--- config.mk ---
export PLATFORM = sky130hd
export DESIGN_NAME = sound_mixer
export DESIGN_NICKNAME = d
export VERILOG_FILES = /design/src/rtl/mixer_pkg.sv /design/src/rtl/mixer_mac.sv /design/src/rtl/sound_mixer.sv
export SDC_FILE = /design/constraint.sdc
export NUM_CORES = 1
export LEC_CHECK = 0
export ABC_AREA = 1
export CAP_MARGIN = 0
export CORE_MARGIN = 2
export CORE_UTILIZATION = 30
export DETAILED_ROUTE_END_ITERATION = 8
export DONT_BUFFER_PORTS = 1
export GPL_ROUTABILITY_DRIVEN = 0
export PLACE_DENSITY = 0.55
export SYNTH_ARGS = -nofsm -noshare
export SYNTH_HDL_FRONTEND = slang
export SYNTH_SLANG_ARGS = --single-unit
--- constraint.sdc ---
create_clock -name clk -period 7.51 [get_ports clk]
set_clock_uncertainty 0.15 [all_clocks]
set_input_delay 1.1265 -clock clk [delete_from_list [all_inputs] [get_ports clk]]
set_output_delay 1.1265 -clock clk [all_outputs]
set_load 0.005 [all_outputs]
--- src/rtl/mixer_pkg.sv ---
// Shared constants, FSM state type and output saturation helper for the sound mixer.
package mixer_pkg;

    localparam int GAIN_SHIFT = 7;
    localparam int GAIN_UNITY = 128;
    // Widest accumulator the mixer can need (NUM_CH=8 -> 17+3 bits).
    localparam int ACC_MAX_W  = 20;

    typedef enum logic [1:0] {
        IDLE = 2'd0,
        ACC  = 2'd1,
        EMIT = 2'd2
    } mix_state_t;

    function automatic logic [15:0] sat16(input logic [ACC_MAX_W-1:0] acc);
        logic [15:0] res;
        if (|acc[ACC_MAX_W-1:16]) begin
            res = 16'hFFFF;
        end else begin
            res = acc[15:0];
        end
        return res;
    endfunction

endpackage

--- src/rtl/mixer_mac.sv ---
// Single time-shared multiplier: scales one voice by its gain, drops the unity
// shift and accumulates the truncated term into a non-wrapping accumulator.
module mixer_mac
    import mixer_pkg::*;
#(
    parameter int GAIN_W = 8,
    parameter int ACC_W  = 19
) (
    input  logic              clk,
    input  logic              reset,
    input  logic              clr,
    input  logic              add_en,
    input  logic [15:0]       sample,
    input  logic [GAIN_W-1:0] gain,
    output logic [ACC_W-1:0]  acc
);

    localparam int PROD_W = 16 + GAIN_W;
    localparam int TERM_W = PROD_W - GAIN_SHIFT;

    logic [PROD_W-1:0] product_s;
    logic [TERM_W-1:0] term_s;
    logic [ACC_W-1:0]  acc_r;

    // Scaled voice term, truncated per product before accumulation.
    always_comb begin
        product_s = PROD_W'(sample) * PROD_W'(gain);
        term_s    = product_s[PROD_W-1:GAIN_SHIFT];
    end

    // Accumulator with clear taking priority over add.
    always_ff @(posedge clk) begin
        if (reset) begin
            acc_r <= '0;
        end else if (clr) begin
            acc_r <= '0;
        end else if (add_en) begin
            acc_r <= acc_r + ACC_W'(term_s);
        end else begin
            acc_r <= acc_r;
        end
    end

    assign acc = acc_r;

endmodule

--- src/rtl/sound_mixer.sv ---
// Mixes NUM_CH gain-scaled 16-bit voices into one saturated 16-bit sample,
// emitted once every SAMPLE_DIV pulses of the 3 MHz enable.
module sound_mixer
    import mixer_pkg::*;
#(
    parameter int NUM_CH     = 4,
    parameter int SAMPLE_DIV = 64,
    parameter int GAIN_W     = 8
) (
    input  logic                     clk,
    input  logic                     reset,
    input  logic                     clk_3MHz_en,
    input  logic [NUM_CH*16-1:0]     ch_in,
    input  logic [NUM_CH*GAIN_W-1:0] ch_gain,
    input  logic                     sound_enable,
    output logic [15:0]              out,
    output logic                     sample_strobe
);

    localparam int DIV_W = $clog2(SAMPLE_DIV);
    localparam int IDX_W = $clog2(NUM_CH);
    localparam int ACC_W = 17 + IDX_W;

    logic [DIV_W-1:0]         div_r;
    mix_state_t               state_r;
    mix_state_t               state_nxt_s;
    logic [IDX_W-1:0]         idx_r;
    logic [NUM_CH*16-1:0]     snap_in_r;
    logic [NUM_CH*GAIN_W-1:0] snap_gain_r;
    logic                     snap_en_r;
    logic [15:0]              out_r;
    logic                     strobe_r;

    logic                     div_last_s;
    logic                     idx_last_s;
    logic                     snap_load_s;
    logic                     clr_s;
    logic                     add_s;
    logic                     emit_s;
    logic [15:0]              sel_in_s;
    logic [GAIN_W-1:0]        sel_gain_s;
    logic [ACC_W-1:0]         acc_s;

    assign div_last_s = (div_r == DIV_W'(SAMPLE_DIV - 1));
    assign idx_last_s = (idx_r == IDX_W'(NUM_CH - 1));

    // Voice currently being fed to the multiplier, taken only from the snapshot.
    always_comb begin
        sel_in_s   = snap_in_r[int'(idx_r)*16 +: 16];
        sel_gain_s = snap_gain_r[int'(idx_r)*GAIN_W +: GAIN_W];
    end

    // Sequencing: snapshot on the divider wrap, one voice per enable, then emit.
    always_comb begin
        state_nxt_s = state_r;
        snap_load_s = 1'b0;
        clr_s       = 1'b0;
        add_s       = 1'b0;
        emit_s      = 1'b0;
        if (clk_3MHz_en) begin
            case (state_r)
                IDLE: begin
                    if (div_last_s) begin
                        snap_load_s = 1'b1;
                        clr_s       = 1'b1;
                        state_nxt_s = ACC;
                    end else begin
                        state_nxt_s = IDLE;
                    end
                end
                ACC: begin
                    add_s = 1'b1;
                    if (idx_last_s) begin
                        state_nxt_s = EMIT;
                    end else begin
                        state_nxt_s = ACC;
                    end
                end
                EMIT: begin
                    emit_s      = 1'b1;
                    state_nxt_s = IDLE;
                end
                default: begin
                    state_nxt_s = IDLE;
                end
            endcase
        end else begin
            state_nxt_s = state_r;
        end
    end

    // Free-running sample-rate divider.
    always_ff @(posedge clk) begin
        if (reset) begin
            div_r <= '0;
        end else if (clk_3MHz_en) begin
            div_r <= div_last_s ? '0 : div_r + DIV_W'(1);
        end else begin
            div_r <= div_r;
        end
    end

    // FSM state and voice index.
    always_ff @(posedge clk) begin
        if (reset) begin
            state_r <= IDLE;
            idx_r   <= '0;
        end else begin
            state_r <= state_nxt_s;
            if (snap_load_s) begin
                idx_r <= '0;
            end else if (add_s) begin
                idx_r <= idx_last_s ? '0 : idx_r + IDX_W'(1);
            end else begin
                idx_r <= idx_r;
            end
        end
    end

    // Input snapshot; later input changes cannot disturb the sample in flight.
    always_ff @(posedge clk) begin
        if (reset) begin
            snap_in_r   <= '0;
            snap_gain_r <= '0;
            snap_en_r   <= 1'b0;
        end else if (snap_load_s) begin
            snap_in_r   <= ch_in;
            snap_gain_r <= ch_gain;
            snap_en_r   <= sound_enable;
        end else begin
            snap_in_r   <= snap_in_r;
            snap_gain_r <= snap_gain_r;
            snap_en_r   <= snap_en_r;
        end
    end

    mixer_mac #(
        .GAIN_W (GAIN_W),
        .ACC_W  (ACC_W)
    ) u_mac (
        .clk    (clk),
        .reset  (reset),
        .clr    (clr_s),
        .add_en (add_s),
        .sample (sel_in_s),
        .gain   (sel_gain_s),
        .acc    (acc_s)
    );

    // Output sample register and its update strobe.
    always_ff @(posedge clk) begin
        if (reset) begin
            out_r    <= 16'h0000;
            strobe_r <= 1'b0;
        end else if (emit_s) begin
            out_r    <= snap_en_r ? sat16(ACC_MAX_W'(acc_s)) : 16'h0000;
            strobe_r <= 1'b1;
        end else begin
            out_r    <= out_r;
            strobe_r <= 1'b0;
        end
    end

    assign out           = out_r;
    assign sample_strobe = strobe_r;

endmodule

Yosys cells after proc, flatten, opt, wreduce, memory -nomap -nowiden --
Index checks and enable logic that the tools add are counted.
Storage, ports and cells: register bits after elaboration 143, bits of input ports 100, output and inout bits 17, word-level logic and storage cells 37
Operators by class: $add $sub $neg 3, multipliers 1, equality and inequality tests 4, shift operators 2, muxes and demuxes 15, reduce and logical (&&, ||, !) cells 3
Operators by type and width (count):
- variable part select 64 x 7 -> 16 bit | 1
- 2-to-1 mux 16 bit | 2
- variable part select 32 x 6 -> 8 bit | 1
- multiplier 16 x 8 -> 24 bit | 1
- adder 19 x 17 -> 19 bit | 1
- 2-to-1 mux 1 bit | 9
- adder 6 x 1 -> 6 bit, second input constant | 1
- equality test 6 bit, second input constant | 1
- 2-to-1 mux 6 bit | 1
- equality test 2 bit, second input constant | 2
- 2-to-1 mux 2 bit | 2
- one-hot mux 2 bit (2 select lines) | 1
- OR reduction 3 bit | 1
- adder 2 x 1 -> 2 bit, second input constant | 1
- equality test 2 x 1 -> 1 bit, second input constant | 1
- zero test 2 bit | 1
- OR reduction 2 bit | 1

Longest topological paths before layout --
depth in word-level cells 5, mapped depth 37

Hierarchy --
From an unflattened synthesis, not the netlist that was laid out.
Second synthesis, totals: cells, all modules 1805, area, all modules 12218.0 um^2
Modules (own cells, without submodules):
- mixer_mac | times used 1, cells each 973, area an instance 6271.0 um^2
- sound_mixer | times used 1, cells each 832, area an instance 5947.0 um^2

Least setup slack after synthesis --
Ideal clock, no wire load.
kind flip-flop to flip-flop, start point register idx_r[0], end point register u_mac.acc_r[18] (netlist: u_mac.acc[18]), data arrival time 5.900 ns, required time 7.245 ns, setup slack 1.345 ns, cell stages (with the launch flop) 31, path buffers 3, clock period less this slack 6.165 ns, cells stage by stage dfxtp_1 > inv_1 > buf_4 > buf_2 > nand2_1 > a32oi_1 > inv_1 > clkbuf_1 > nor2_1 > fa_1 > fa_1 > fa_1 > inv_1 > fa_1 > inv_1 > ha_1 > a21oi_1 > o21ai_0 > a21oi_1 > o21ai_2 > a21oi_1 > xnor2_1 > ha_1 > a21oi_1 > o21ai_0 > a21oi_1 > nand2_1 > nand2_1 > nand2_1 > a21oi_1 > nor2_1
Between the ends: cells in the longest elaborated chain, start to end 3
RTL lines:
- from (decl) | line sound_mixer.sv:27 | logic [IDX_W-1:0] idx_r;
- from (signal assigned) | line sound_mixer.sv:113 | idx_r <= idx_last_s ? '0 : idx_r + IDX_W'(1);
- from (signal assigned) | line sound_mixer.sv:115 | idx_r <= idx_r;
- variable part select 64 x 7 -> 16 bit / variable part select 32 x 6 -> 8 bit (equally long branches) | line sound_mixer.sv:49, sound_mixer.sv:50
- multiplier 16 x 8 -> 24 bit * | line mixer_mac.sv:27 | product_s = PROD_W'(sample) * PROD_W'(gain);
- adder 19 x 17 -> 19 bit * | line mixer_mac.sv:38 | acc_r <= acc_r + ACC_W'(term_s);
- to (signal assigned) | line mixer_mac.sv:38
- to (signal assigned) | line mixer_mac.sv:40 | acc_r <= acc_r;
- to (decl) | line mixer_mac.sv:23 | logic [ACC_W-1:0] acc_r;
Every way passes the cells marked *; elsewhere a longest branch is shown, timed or not. A chain may end at the register's enable or synchronous reset.

Worst setup path in the final report --
start point register idx_r[0], end point register u_mac.acc_r[17] (netlist: u_mac.acc[17])
Same word-level chain as after synthesis.

==> impl_metrics.toml <==
[timing]
slew_violations = 0
fin_crit_ns = 6.93
worst_slew_pin_slew_ns = 1.06
rsz0062_at_grt = "no"
tns_ns = 0
slew_headroom = 0.294
fin_crit_sh = 0.923
hold_violations = 0
max_freq_mhz = 144
setup_viol = 0

[worst_setup_path]
path_class = "flip-flop to flip-flop"
slowest_stage = "fa_1"
crit_top_cell = "nand2_1"
cp.arrival_ns = 7.15
critPathBufInv = 6
worstPathRequired_ns = 7.73
cp_slowest_stage_delay_ns = 0.54
r2r_slack_ns = 0.58
crit_family = "adder cells"
end_kind = "flip-flop"
crit_path_max_fanout = 51
critPathLaunchType = "flip-flop"

[detailed_routing]
vias = 9184
drtIter0Drc = 682
route.detailed.drc = 0
vias_per_cell = 4.89
ant_nets = 0
first_pass_iters = 5
totalWireLength_mm = 28.0
post_drt_wl_per_cell_um = 14.9

[grt]
grt_max_degree = 100
grt_pass1_wl_mm = 46.0
first_global_vias = 8861
grtUsageTotal = 0.159
antenna_found_initial = 0
gr-total-overflow = 0

[placed_design]
placed_cells = 1846
hpwl_mm = 21.3
io_buffers = 0

[die]
start_util = 0.303
ios = 117
row_count = 68
die_y_um = 190
die-area_um2 = 36200
coreArea_um2 = 34400
die_width_um = 190

[clocking]
cts_max_path_buffers = 2
hold_buffers = 0
h-tree-depth = 4
clkTransAtPathRegs_ns = 0.07
cts_sinks = 143
cts_resized = 0
clk_latency_ns = 0.44
cts_tree = "done"
cts_buffers = 17
root_buffer = "clkbuf_16"
cts_setup_buffers = 0

[logic_synthesis]
ys_seq_area_frac = 0.275
synth_cells = 1441
synth_top_family_by_area = "simple AND/OR/NAND/NOR gates"
synth-simple-area-share = 0.237
netlist_area_um2 = 10400
ys.flop_type = "dfxtp_1"
syn_nets = 1688
synth_fa_ha_area_frac = 0.237
synth-xor-area-share = 0.0168
syn_area_per_cell_um2 = 7.23
synth_edf_count = 0
synth-compound-area-share = 0.151
ys_async_sr_fraction = 0
ys_ff_latch = 143
ys_types = 38
muxShareOfSynthArea = 0
ys_warn_count = 0

[final_layout]
diodes = 0
layout.nets = 1657
drive_gt1_frac = 0.0408
finish.utilization = 0.333
final_cells = 1878
area_growth_pct = 9.97

[power]
vdd_ir_drop_max_uv = 152
power.density_nw_per_um2 = 149
p_leak_nw = 5.21

[min_path]
hp-class = "flip-flop to flip-flop"

[run]
drv_cap = 0

[outcome]
status = "completed"
-- state kept, by name, summed over array words and instances (netlist names) --
signal / cells
snap_en_r: 1
snap_in_r: 64
state_r: 2
idx_r: 2
div_r: 6
out: 16
snap_gain_r: 32
sample_strobe: 1
u_mac.acc: 19
-- Yosys cell counts, types with 6 or more instances --
master,number,area (um^2)
a21oi_1,93,465
a32o_1,6,60.1
a32oi_1,14,123
buf_2,18,90.1
clkbuf_1,38,143
dfxtp_1,143,2860
fa_1,84,1680
ha_1,63,788
inv_1,155,582
nand2_1,229,860
nand3_1,41,205
nor2_1,338,1270
nor3_1,6,30.0
o21a_1,8,60.1
o21ai_0,134,671
xnor2_1,7,61.3
xor2_1,13,114
-- tightest hold or removal path, cell delays in order (launching register included) --
cell and delay, ns:
dfxtp_1 0.29, inv_1 0.06, a21oi_1 0.05
-- cell type report --
cell class	instances	area, um^2
Tap cell	455	569
Clock inverter	15	211
Timing Repair Buffer	12	103
Multi-Input combinational cell	1078	6690
Fill cell	3702	22900
Inverter	158	596
Clock buffer	17	425
Sequential cell	143	2860
-- stage by stage --
step	hold WS, ns	setup WS, ns	power [mW]	area [um^2]
global route	0.333	0.0455	1.76	11500
floorplan	0.280	1.34	0.790	10400
CTS	0.311	0.486	1.72	11500
finish	0.305	0.580	1.70	11500
global placement	0.298	0.547	0.792	10800
detailed placement	0.302	0.495	0.792	10800
-- cell families (layout without fill, tap and decap cells) --
kind of cell | after synthesis | in the layout
AOI/OAI and AO/OA | 282 | 282
xor gates and xnor gates | 20 | 20
adders and majority gates | 147 | 147
buffers and inverters | 220 | 202
DFF | 143 | 143
and+or+nand+nor | 629 | 629
-- worst paths after layout --
| path | start | to | cells past startpoint |
|---|---|---|---|
| worst max-delay path | idx_r[0] | u_mac.acc[17] | 29 |
| worst min-delay path | snap_en_r | snap_en_r | 2 |
| worst max register to register | idx_r[0] | u_mac.acc[17] | 29 |
| worst min register to register | snap_en_r | snap_en_r | 2 |
-- cell usage in the layout, fill, tap and decap left out, types with 6 or more instances in the layout --
| master | Yosys | final |
|---|---|---|
| a21oi_1 | 93 | 93 |
| a32o_1 | 6 | 6 |
| a32oi_1 | 14 | 14 |
| buf_4 | 3 | 11 |
| clkbuf_16 | 0 | 17 |
| dfxtp_1 | 143 | 142 |
| fa_1 | 84 | 84 |
| ha_1 | 63 | 63 |
| inv_1 | 155 | 154 |
| nand2_1 | 229 | 229 |
| nand3_1 | 41 | 41 |
| nor2_1 | 338 | 338 |
| nor3_1 | 6 | 6 |
| o21a_1 | 8 | 8 |
| o21ai_0 | 134 | 134 |
| xnor2_1 | 7 | 7 |
| xor2_1 | 13 | 13 |
-- metal layers --
| layer | wire length (um) | GRT usage |
|---|---|---|
| met1 | 13500 | 0.221 |
| met5 | 0 | 0 |
| met4 | 490 | 0.0489 |
| met2 | 12800 | 0.253 |
| met3 | 1280 | 0.0252 |
-- where the power goes --
part | total (mW) | internal, mW | switching, mW
clock network | 0.927 | 0.540 | 0.386
registers | 0.760 | 0.759 | 0.000658
logic | 0.0154 | 0.00385 | 0.0116
total | 1.70 | 1.30 | 0.399
(Power assumes the default switching activity.)
